===== config.mk =====
export PLATFORM = sky130hd
export DESIGN_NAME = instruction_fetcher
export DESIGN_NICKNAME = d
export VERILOG_FILES = /design/src/rtl/instruction_fetcher_pkg.sv /design/src/rtl/instruction_fetcher_branch_predictor.sv /design/src/rtl/instruction_fetcher.sv
export SDC_FILE = /design/constraint.sdc
export NUM_CORES = 1
export LEC_CHECK = 0
export CELL_PAD_IN_SITES_DETAIL_PLACEMENT = 1
export CELL_PAD_IN_SITES_GLOBAL_PLACEMENT = 1
export CORE_UTILIZATION = 50
export CTS_BUF_LIST = sky130_fd_sc_hd__clkbuf_8
export CTS_CLUSTER_SIZE = 14
export DETAILED_ROUTE_END_ITERATION = 16
export MAX_ROUTING_LAYER = met4
export PLACE_DENSITY = 0.81
export RECOVER_POWER = 25
export SLEW_MARGIN = 0
export SYNTH_ARGS = -nofsm -noshare
export SYNTH_HDL_FRONTEND = slang
export SYNTH_HIERARCHICAL = 1
export SYNTH_SLANG_ARGS = --single-unit

===== constraint.sdc =====
create_clock -name clk -period 9.4 [get_ports clk]
set_input_delay 1.88 -clock clk [delete_from_list [all_inputs] [get_ports clk]]
set_output_delay 1.88 -clock clk [all_outputs]
set_load 0.02 [all_outputs]

===== src/rtl/instruction_fetcher_pkg.sv =====
// Shared widths, opcodes, default sizes and types for the instruction fetcher.
package instruction_fetcher_pkg;

  localparam int ADDR_WIDTH = 32;
  localparam int INS_WIDTH  = 32;

  localparam logic [6:0] OPC_JAL    = 7'b1101111;
  localparam logic [6:0] OPC_BRANCH = 7'b1100011;

  localparam int IQ_DEPTH_DEF = 4;
  localparam int BHT_BITS_DEF = 6;

  // Only two fetch states: free to issue, or one request outstanding.
  typedef enum logic {
    FETCH_IDLE,
    FETCH_WAIT_MEM
  } fetch_state_e;

  // One instruction-queue entry as handed to the dispatcher.
  typedef struct packed {
    logic [ADDR_WIDTH-1:0] pc;
    logic [INS_WIDTH-1:0]  ins;
    logic                  pred_jump;
  } iq_entry_t;

endpackage


===== src/rtl/instruction_fetcher_branch_predictor.sv =====
// Next-PC prediction: JAL always taken, B-type from a 2-bit saturating BHT,
// everything else falls through to pc+4. The BHT is trained by the ROB.
module instruction_fetcher_branch_predictor
  import instruction_fetcher_pkg::*;
#(
  parameter int BHT_BITS = BHT_BITS_DEF
) (
  input  logic                  clk,
  input  logic                  rst,
  input  logic                  rdy,
  input  logic [ADDR_WIDTH-1:0] lookup_pc_i,
  input  logic [INS_WIDTH-1:0]  lookup_ins_i,
  input  logic                  upd_en_i,
  input  logic [ADDR_WIDTH-1:0] upd_pc_i,
  input  logic                  upd_taken_i,
  output logic                  pred_jump_o,
  output logic [ADDR_WIDTH-1:0] next_pc_o
);

  localparam int BHT_ENTRIES = 1 << BHT_BITS;

  logic [1:0]            bht_q [BHT_ENTRIES];
  logic [BHT_BITS-1:0]   lookup_idx;
  logic [BHT_BITS-1:0]   upd_idx;
  logic [ADDR_WIDTH-1:0] jal_off;
  logic [ADDR_WIDTH-1:0] br_off;
  logic [6:0]            opcode;
  logic                  unused_upd_pc_bits;

  assign lookup_idx = lookup_pc_i[BHT_BITS+1:2];
  assign upd_idx    = upd_pc_i[BHT_BITS+1:2];
  assign opcode     = lookup_ins_i[6:0];

  // Sign-extended J-type and B-type immediates.
  assign jal_off = {{11{lookup_ins_i[31]}}, lookup_ins_i[31], lookup_ins_i[19:12],
                    lookup_ins_i[20], lookup_ins_i[30:21], 1'b0};
  assign br_off  = {{19{lookup_ins_i[31]}}, lookup_ins_i[31], lookup_ins_i[7],
                    lookup_ins_i[30:25], lookup_ins_i[11:8], 1'b0};

  // Only the index bits of the update PC select a counter.
  assign unused_upd_pc_bits = ^{upd_pc_i[ADDR_WIDTH-1:BHT_BITS+2], upd_pc_i[1:0]};

  // Decode the returned word and pick the predicted next fetch address.
  always_comb begin
    // NOTE: every output gets a default first so no path leaves it unassigned (no latch).
    pred_jump_o = 1'b0;
    next_pc_o   = lookup_pc_i + ADDR_WIDTH'(4);
    if (opcode == OPC_JAL) begin
      pred_jump_o = 1'b1;
      next_pc_o   = lookup_pc_i + jal_off;
    end else if (opcode == OPC_BRANCH) begin
      pred_jump_o = bht_q[lookup_idx][1];
      if (bht_q[lookup_idx][1]) next_pc_o = lookup_pc_i + br_off;
    end
  end

  // Saturating counter update from committed branches; lookup sees the old value.
  always_ff @(posedge clk or posedge rst) begin
    if (rst) begin
      // NOTE: the BHT is reset because its power-on contents (weakly not taken) are
      // architectural; plain data storage such as the instruction queue is not.
      for (int i = 0; i < BHT_ENTRIES; i++) bht_q[i] <= 2'b01;
    end else if (rdy && upd_en_i) begin
      // NOTE: state uses non-blocking assignments so all flops sample pre-edge values.
      if (upd_taken_i && bht_q[upd_idx] != 2'b11)
        bht_q[upd_idx] <= bht_q[upd_idx] + 2'b01;
      else if (!upd_taken_i && bht_q[upd_idx] != 2'b00)
        bht_q[upd_idx] <= bht_q[upd_idx] - 2'b01;
    end
  end

endmodule


===== src/rtl/instruction_fetcher.sv =====
// Front-end fetch stage: single outstanding memory request, next-PC prediction,
// small instruction queue feeding the dispatcher, and ROB redirect handling.
module instruction_fetcher
  import instruction_fetcher_pkg::*;
#(
  parameter int IQ_DEPTH = IQ_DEPTH_DEF,
  parameter int BHT_BITS = BHT_BITS_DEF
) (
  input  logic                  clk,
  input  logic                  rst,
  input  logic                  rdy,
  input  logic                  mem_ready,
  input  logic [INS_WIDTH-1:0]  mem_data,
  output logic                  mem_req,
  output logic [ADDR_WIDTH-1:0] mem_addr,
  input  logic                  dispatch_req,
  output logic                  out_valid,
  output logic [ADDR_WIDTH-1:0] out_pc,
  output logic [INS_WIDTH-1:0]  out_ins,
  output logic                  out_pred_jump,
  input  logic                  mispredict,
  input  logic [ADDR_WIDTH-1:0] redirect_pc,
  input  logic                  bht_update,
  input  logic [ADDR_WIDTH-1:0] bht_update_pc,
  input  logic                  bht_update_taken
);

  localparam int PTR_W = $clog2(IQ_DEPTH);
  localparam int CNT_W = PTR_W + 1;
  localparam logic [CNT_W-1:0] IQ_FULL = CNT_W'(IQ_DEPTH);

  fetch_state_e          state_q;
  logic [ADDR_WIDTH-1:0] pc_q;
  logic                  discard_q;
  logic                  mem_req_q;
  logic [ADDR_WIDTH-1:0] mem_addr_q;
  logic [PTR_W-1:0]      rd_ptr_q;
  logic [PTR_W-1:0]      wr_ptr_q;
  logic [CNT_W-1:0]      count_q;
  logic                  out_valid_q;
  logic [ADDR_WIDTH-1:0] out_pc_q;
  logic [INS_WIDTH-1:0]  out_ins_q;
  logic                  out_pred_q;

  iq_entry_t             iq_mem [IQ_DEPTH];
  iq_entry_t             push_entry;
  iq_entry_t             head_entry;
  logic                  push;
  logic                  pop;
  logic                  pred_jump;
  logic [ADDR_WIDTH-1:0] pred_next_pc;

  instruction_fetcher_branch_predictor #(
    .BHT_BITS (BHT_BITS)
  ) u_bp (
    .clk          (clk),
    .rst          (rst),
    .rdy          (rdy),
    .lookup_pc_i  (pc_q),
    .lookup_ins_i (mem_data),
    .upd_en_i     (bht_update),
    .upd_pc_i     (bht_update_pc),
    .upd_taken_i  (bht_update_taken),
    .pred_jump_o  (pred_jump),
    .next_pc_o    (pred_next_pc)
  );

  assign push_entry = '{pc: pc_q, ins: mem_data, pred_jump: pred_jump};
  assign head_entry = iq_mem[rd_ptr_q];

  // Queue handshakes; a flush or a frozen cycle moves nothing.
  always_comb begin
    push = 1'b0;
    pop  = 1'b0;
    if (rdy && !mispredict) begin
      push = (state_q == FETCH_WAIT_MEM) && mem_ready && !discard_q;
      pop  = dispatch_req && (count_q != '0);
    end
  end

  // Queue storage; contents are only meaningful under the pointers.
  always_ff @(posedge clk) begin
    if (push) iq_mem[wr_ptr_q] <= push_entry;
  end

  // Fetch FSM, queue pointers and registered dispatcher outputs.
  always_ff @(posedge clk or posedge rst) begin
    if (rst) begin
      state_q     <= FETCH_IDLE;
      pc_q        <= '0;
      discard_q   <= 1'b0;
      mem_req_q   <= 1'b0;
      mem_addr_q  <= '0;
      rd_ptr_q    <= '0;
      wr_ptr_q    <= '0;
      count_q     <= '0;
      out_valid_q <= 1'b0;
      out_pc_q    <= '0;
      out_ins_q   <= '0;
      out_pred_q  <= 1'b0;
    end else if (rdy) begin
      if (mispredict) begin
        pc_q        <= redirect_pc;
        rd_ptr_q    <= '0;
        wr_ptr_q    <= '0;
        count_q     <= '0;
        out_valid_q <= 1'b0;
        if (state_q == FETCH_WAIT_MEM) begin
          // The controller cannot abort: either the word arrives now and is
          // dropped, or the request is held and its data discarded later.
          if (mem_ready) begin
            state_q   <= FETCH_IDLE;
            mem_req_q <= 1'b0;
            discard_q <= 1'b0;
          end else begin
            discard_q <= 1'b1;
          end
        end
      end else begin
        if (push) wr_ptr_q <= wr_ptr_q + PTR_W'(1);
        if (pop) begin
          rd_ptr_q   <= rd_ptr_q + PTR_W'(1);
          out_pc_q   <= head_entry.pc;
          out_ins_q  <= head_entry.ins;
          out_pred_q <= head_entry.pred_jump;
        end
        out_valid_q <= pop;

        case ({push, pop})
          2'b10:   count_q <= count_q + CNT_W'(1);
          2'b01:   count_q <= count_q - CNT_W'(1);
          default: count_q <= count_q;
        endcase

        case (state_q)
          FETCH_IDLE: begin
            if (count_q < IQ_FULL) begin
              mem_req_q  <= 1'b1;
              mem_addr_q <= pc_q;
              state_q    <= FETCH_WAIT_MEM;
            end
          end
          FETCH_WAIT_MEM: begin
            if (mem_ready) begin
              mem_req_q <= 1'b0;
              state_q   <= FETCH_IDLE;
              if (discard_q) discard_q <= 1'b0;
              else           pc_q      <= pred_next_pc;
            end
          end
          default: state_q <= FETCH_IDLE;
        endcase
      end
    end
  end

  assign mem_req       = mem_req_q;
  assign mem_addr      = mem_addr_q;
  assign out_valid     = out_valid_q;
  assign out_pc        = out_pc_q;
  assign out_ins       = out_ins_q;
  assign out_pred_jump = out_pred_q;

endmodule


## Yosys cells after proc, flatten, opt, wreduce, memory -nomap -nowiden

Memories as Yosys holds them, arrays and structs flattened. A register that Yosys moved wholly into a read port is not among the register bits.
Cells that the tools add are included.

- $add $sub $neg: 9
- Order comparisons: 4
- Equality and inequality tests: 8
- Multiplexer cells: 46
- Bitwise gates (word level): 4
- Reductions and logical operators: 28

Operators with widths:

| cell | number |
|---|---|
| 128-bit bitwise mux | 2 |
| 128-bit 2-to-1 mux | 2 |
| 32-bit 2-to-1 mux | 7 |
| 32-bit adder | 2 |
| 32-bit by 3-bit adder with 32-bit output, second input constant | 1 |
| 2-bit binary-select mux with 6-bit select | 2 |
| 1-bit 2-to-1 mux | 19 |
| 2-bit 2-to-1 mux | 9 |
| 7-bit == test, second input constant | 2 |
| 7-bit greater-or-equal comparator, second input constant | 2 |
| 6-bit NOT with 7-bit output | 2 |
| 2-bit demux with 6-bit select | 1 |
| 2-bit nonzero test | 6 |
| 3-bit AND reduction | 3 |
| 1-bit logical AND | 8 |
| 2-bit AND reduction | 4 |
| 4-bit AND reduction | 2 |
| 7-bit by 1-bit less-than comparator with 1-bit output, second input constant | 1 |
| 2-bit by 1-bit adder with 2-bit output, second input constant | 3 |
| 3-bit one-hot mux with 2 select lines | 1 |
| 3-bit nonzero test | 2 |
| 2-bit inequality test, second input constant | 2 |
| 1-bit one-hot mux with 2 select lines | 2 |
| 3-bit by 1-bit adder with 3-bit output, second input constant | 1 |
| 10 further kinds | 13 |

- Register bits: 203
- RAM bits: 260
- Input port bits: 104
- Output and inout bits: 99
- Logic and storage cells: 173
- Memories kept: 1

Memory list:

| memory | words | width | rd ports | clocked after memory_dff | write ports | RTL line | RTL |
|---|---|---|---|---|---|---|---|
| iq_mem | 4 | 65 | 1 | 1 | 1 | instruction_fetcher.sv:45 | `iq_entry_t iq_mem [IQ_DEPTH];` |

## Longest topological paths before layout

- Depth after elaboration: 11
- Mapped depth: 21
- Mapped depth without buffers: 18

## Cells and area by module

The synthesis kept the hierarchy.

By module, submodules not included:

| module | instances | cells an instance | area an instance (um2) | seq. area each (um2) |
|---|---|---|---|---|
| instruction_fetcher | 1 | 885 | 15139.5 | 11310.8 |
| instruction_fetcher_branch_predictor | 1 | 1167 | 10402.5 | 3283.1 |

## Worst setup path after synthesis

No wires, ideal clock.

- Path type: input -> register
- From: input port bht_update_pc[4]
- To: register with a tool-made name
- Setup time: 0.082 ns
- Data arrival time: 5.431 ns
- Required time: 9.318 ns
- Path slack: 3.887 ns
- Stages: 19
- Path buffers: 4
- Cells stage by stage: buf_2 -> buf_2 -> mux2_2 -> o221ai_1 -> o21ai_0 -> o221ai_1 -> a22oi_1 -> o22ai_1 -> clkbuf_1 -> buf_2 -> inv_1 -> ha_1 -> nand2b_1 -> o21ai_0 -> and3_1 -> nand2b_1 -> nor3b_1 -> nand2_1 -> mux2_2

RTL lines:

| what | RTL line | RTL |
|---|---|---|
| from (decl) | instruction_fetcher.sv:24 | `input logic [ADDR_WIDTH-1:0] bht_update_pc,` |

==> results.ini <==
[run_status]
status = complete, but fails checks
violations = capacitance limit, slew limit

[clock_network]
cts_buffer_depth = 3
cts-root-buf = clkbuf_8
cts-buffers-inserted = 89
path_clk_slew_ns = 0.06
clkLatencyLatePin_ns = 0.71
cts_tree = yes
post_cts_buffers = 0
cts_max_level = 3
post_cts_resized = 0
cts_sinks = 528
holdBufCountCts = 0

[floorplanning]
die-area_um2 = 51990
core_um2 = 50270
initial_core_util_pct = 50.81
die_w_um = 228.0
top_level_ports = 203
die_h_um = 228.0
rows = 82

[critical_path]
critical_path_class = input port to flop
path_delay_family = simple AND/OR/NAND/NOR gates
crit_chain = clkdlybuf4s50_1 -> nand3_1 -> o22ai_1 -> a211oi_1 -> a311oi_1 -> a311oi_1 -> o22ai_2 -> inv_1 -> ha_1 -> nand2b_1 -> o21ai_0 -> and3_1 -> nand2b_1 -> nor3b_1 -> nand2_1 -> mux2_2
startpoint_type = input port
cp_num_cells = 16
cp.arrival_ns = 7.80
crit_path_end_kind = flop
ff2ff_path_depth = 12
cp_num_buf_inv = 2
path_max_fanout = 25
crit_path_max_incr_delay_ns = 1.17
cp_slowest_cell = clkdlybuf4s50_1
crit_required_ns = 10.03

[layout]
n_fill_cell = 5091
synthToLayoutAreaGrowth_pct = 15.70
nets = 2391
drive_above_1_share_pct = 19.87
postLayoutCoreUtil_pct = 58.79
fin_cells = 2987

[timing]
worst_pin_slew_ns = 3.938
timing.final.crit_share_pct = 76.28
fin_skew_ns = 0.03477
holdWs_ns = 0.4744
fmax_mhz = 139.5
setup_violations = 0
fin_setup_tns_ns = 0
finalHoldViolCount = 0
min_period_ns = 7.171
slew_headroom_pct = -164.0
rsz0062_at_grt = false
slew_viol_final = 262

[power]
total_power_uw = 7615
power.density_nw_per_um2 = 257.7
leakagePower_uw = 0.01173
ir_drop_uv = 123.6

[synthesis]
synthFlopType = edfxtp_1
synth_simple_gate_area_share_pct = 10.50
muxShareOfSynthArea_pct = 15.16
synth.area.top_cells = edfxtp_1 (31%), dfrtp_1 (20%), mux4_2 (7.2%)
synth_adder_area_share_pct = 2.684
synth-compound-area-share_pct = 9.807
synth_edf_count = 260
synth_seq_cells = 528
synth_top_area_share_pct = 30.57
ys_seq_area_share_pct = 57.14
syn_nets = 2209
async_flop_share_pct = 50.76
synthesis.instances = 2052
synth.avg_cell_area_um2 = 12.45
synth_top_family_by_area = multiplexers
netlist_area_um2 = 25540
synthDistinctLibCells = 83
synthXorXnorAreaFrac_pct = 1.886
yosysWarnings = 6
synth_top_cell_by_area = edfxtp_1

[routing]
routedWlPerCell_um = 25.50
vias_per_cell = 6.134
num_vias = 18322
drc = 0
drt-initial-drc-count = 1356
ant_nets = 0
first_pass_iters = 5
wl_mm = 76.18

[placement]
dp_hpwl_mm = 50.35
gp_congestion = 0.9177
dpl.cell_count = 2815
io_buffers = 176

[grt]
antenna_found_initial = 4
grt_max_degree = 81
grt_pass1_wl_mm = 117.8
first_global_vias = 19941
grt_overflow = 0
grt.total_usage_pct = 30.54

[job]
drv_cap = 6

[min_path]
hold_path_class = flop to flop
min_path_cells = 2

-- layer usage --
metal  global-route usage, %  vias to the layer above  wire length (um)  share of wire [%]
li1                        -                     7977                 -                  -
met1                   37.24                     9563             31160                 41
met2                   50.99                      609             38720                 51
met3                   5.263                      173              3806                5.0
met4                   11.49                        0              2482                3.3
met5                       -                        -                 0                  0
-- Yosys cell counts, types with 38 or more instances --
cell and instances:
nand2_1 372, dfrtp_1 204, ha_1 50, a21oi_1 45
nor2_1 96, mux4_2 82, mux2i_1 46, dfstp_2 64
mux2_2 129, edfxtp_1 260, clkbuf_1 53, buf_2 39
o21ai_0 117, a21o_1 38
-- layout by cell type (no fill, tap or decap), types with 12 or more instances in the layout --
master,instances
nand2_1,372
edfxtp_1,260
dfrtp_1,202
clkdlybuf4s50_1,141
mux2_2,129
o21ai_0,117
clkbuf_8,99
nor2_1,95
mux4_2,82
dfstp_2,64
inv_1,63
ha_1,50
mux2i_1,46
a21oi_1,45
a21o_1,38
nand3_1,35
xnor2_1,33
dlygate4sd3_1,33
a22oi_1,30
buf_4,24
o22ai_1,24
nor3_1,22
xor2_1,22
clkinv_1,17
nor2b_1,13
a31oi_1,13
clkinv_2,12
nand4_1,12
-- path summary, 6_finish.rpt --
check / start / to / slack, ns
worst max-delay path: bht_update_pc[2] / flop / 2.23
worst min-delay path: out_ins[5]$_DFFE_PP0P_ / out_ins[5]$_DFFE_PP0P_ / 0.47
worst max register to register: pc_q[3]$_DFFE_PP0P_ / pc_q[30]$_DFFE_PP0P_ / 3.62
worst min register to register: out_ins[5]$_DFFE_PP0P_ / out_ins[5]$_DFFE_PP0P_ / 0.47
max in group asynchronous: rst / rd_ptr_q[0]$_DFFE_PP0P_ / 4.36
min in group asynchronous: rst / u_bp/bht_q[67]$_DFFE_PP0P_ / 2.46
-- final cells by class --
cell class	instances	area, um^2	area share (%)
inverter	37	141.4	0.4784
sequential	528	14600	49.40
timing repair buffer	205	1951	6.600
tap	672	840.8	2.845
antenna	5	12.51	0.04234
clock buffer	99	1363	4.611
clock inverter	68	374.1	1.266
multi-input combinational	1373	10270	34.76
-- where the power goes --
part / total, uW / leakage, uW / switching [uW] / internal (uW)
registers: 3190 / 0.00566 / 381 / 2810
clock network: 2010 / 0.00100 / 978 / 1030
logic: 2410 / 0.00507 / 1340 / 1070
-- cell families after synthesis --
family                   after synthesis
XOR/XNOR                              55
AND/OR/NAND/NOR                      621
buffers and inverters                151
multiplexers                         266
AO/OA/AOI/OAI                        378
flip-flops                           528
adder cells (fa/ha/maj)               53
-- through the flow --
step           instance area (um^2)  setup slack (ns)
2_1_floorplan                 25540             3.767
3_3_place_gp                  27830             1.883
3_5_place_dp                  27830             1.764
4_1_cts                       29560             2.442
5_1_grt                       29550             1.995
6_report                      29550             2.229
-- tightest hold or removal path, delay by kind of cell, from the launching register on --
family	cells	cell delay, ns
flops	1	0.34
simple gates	2	0.10
Power figures use the tool's default switching activity.
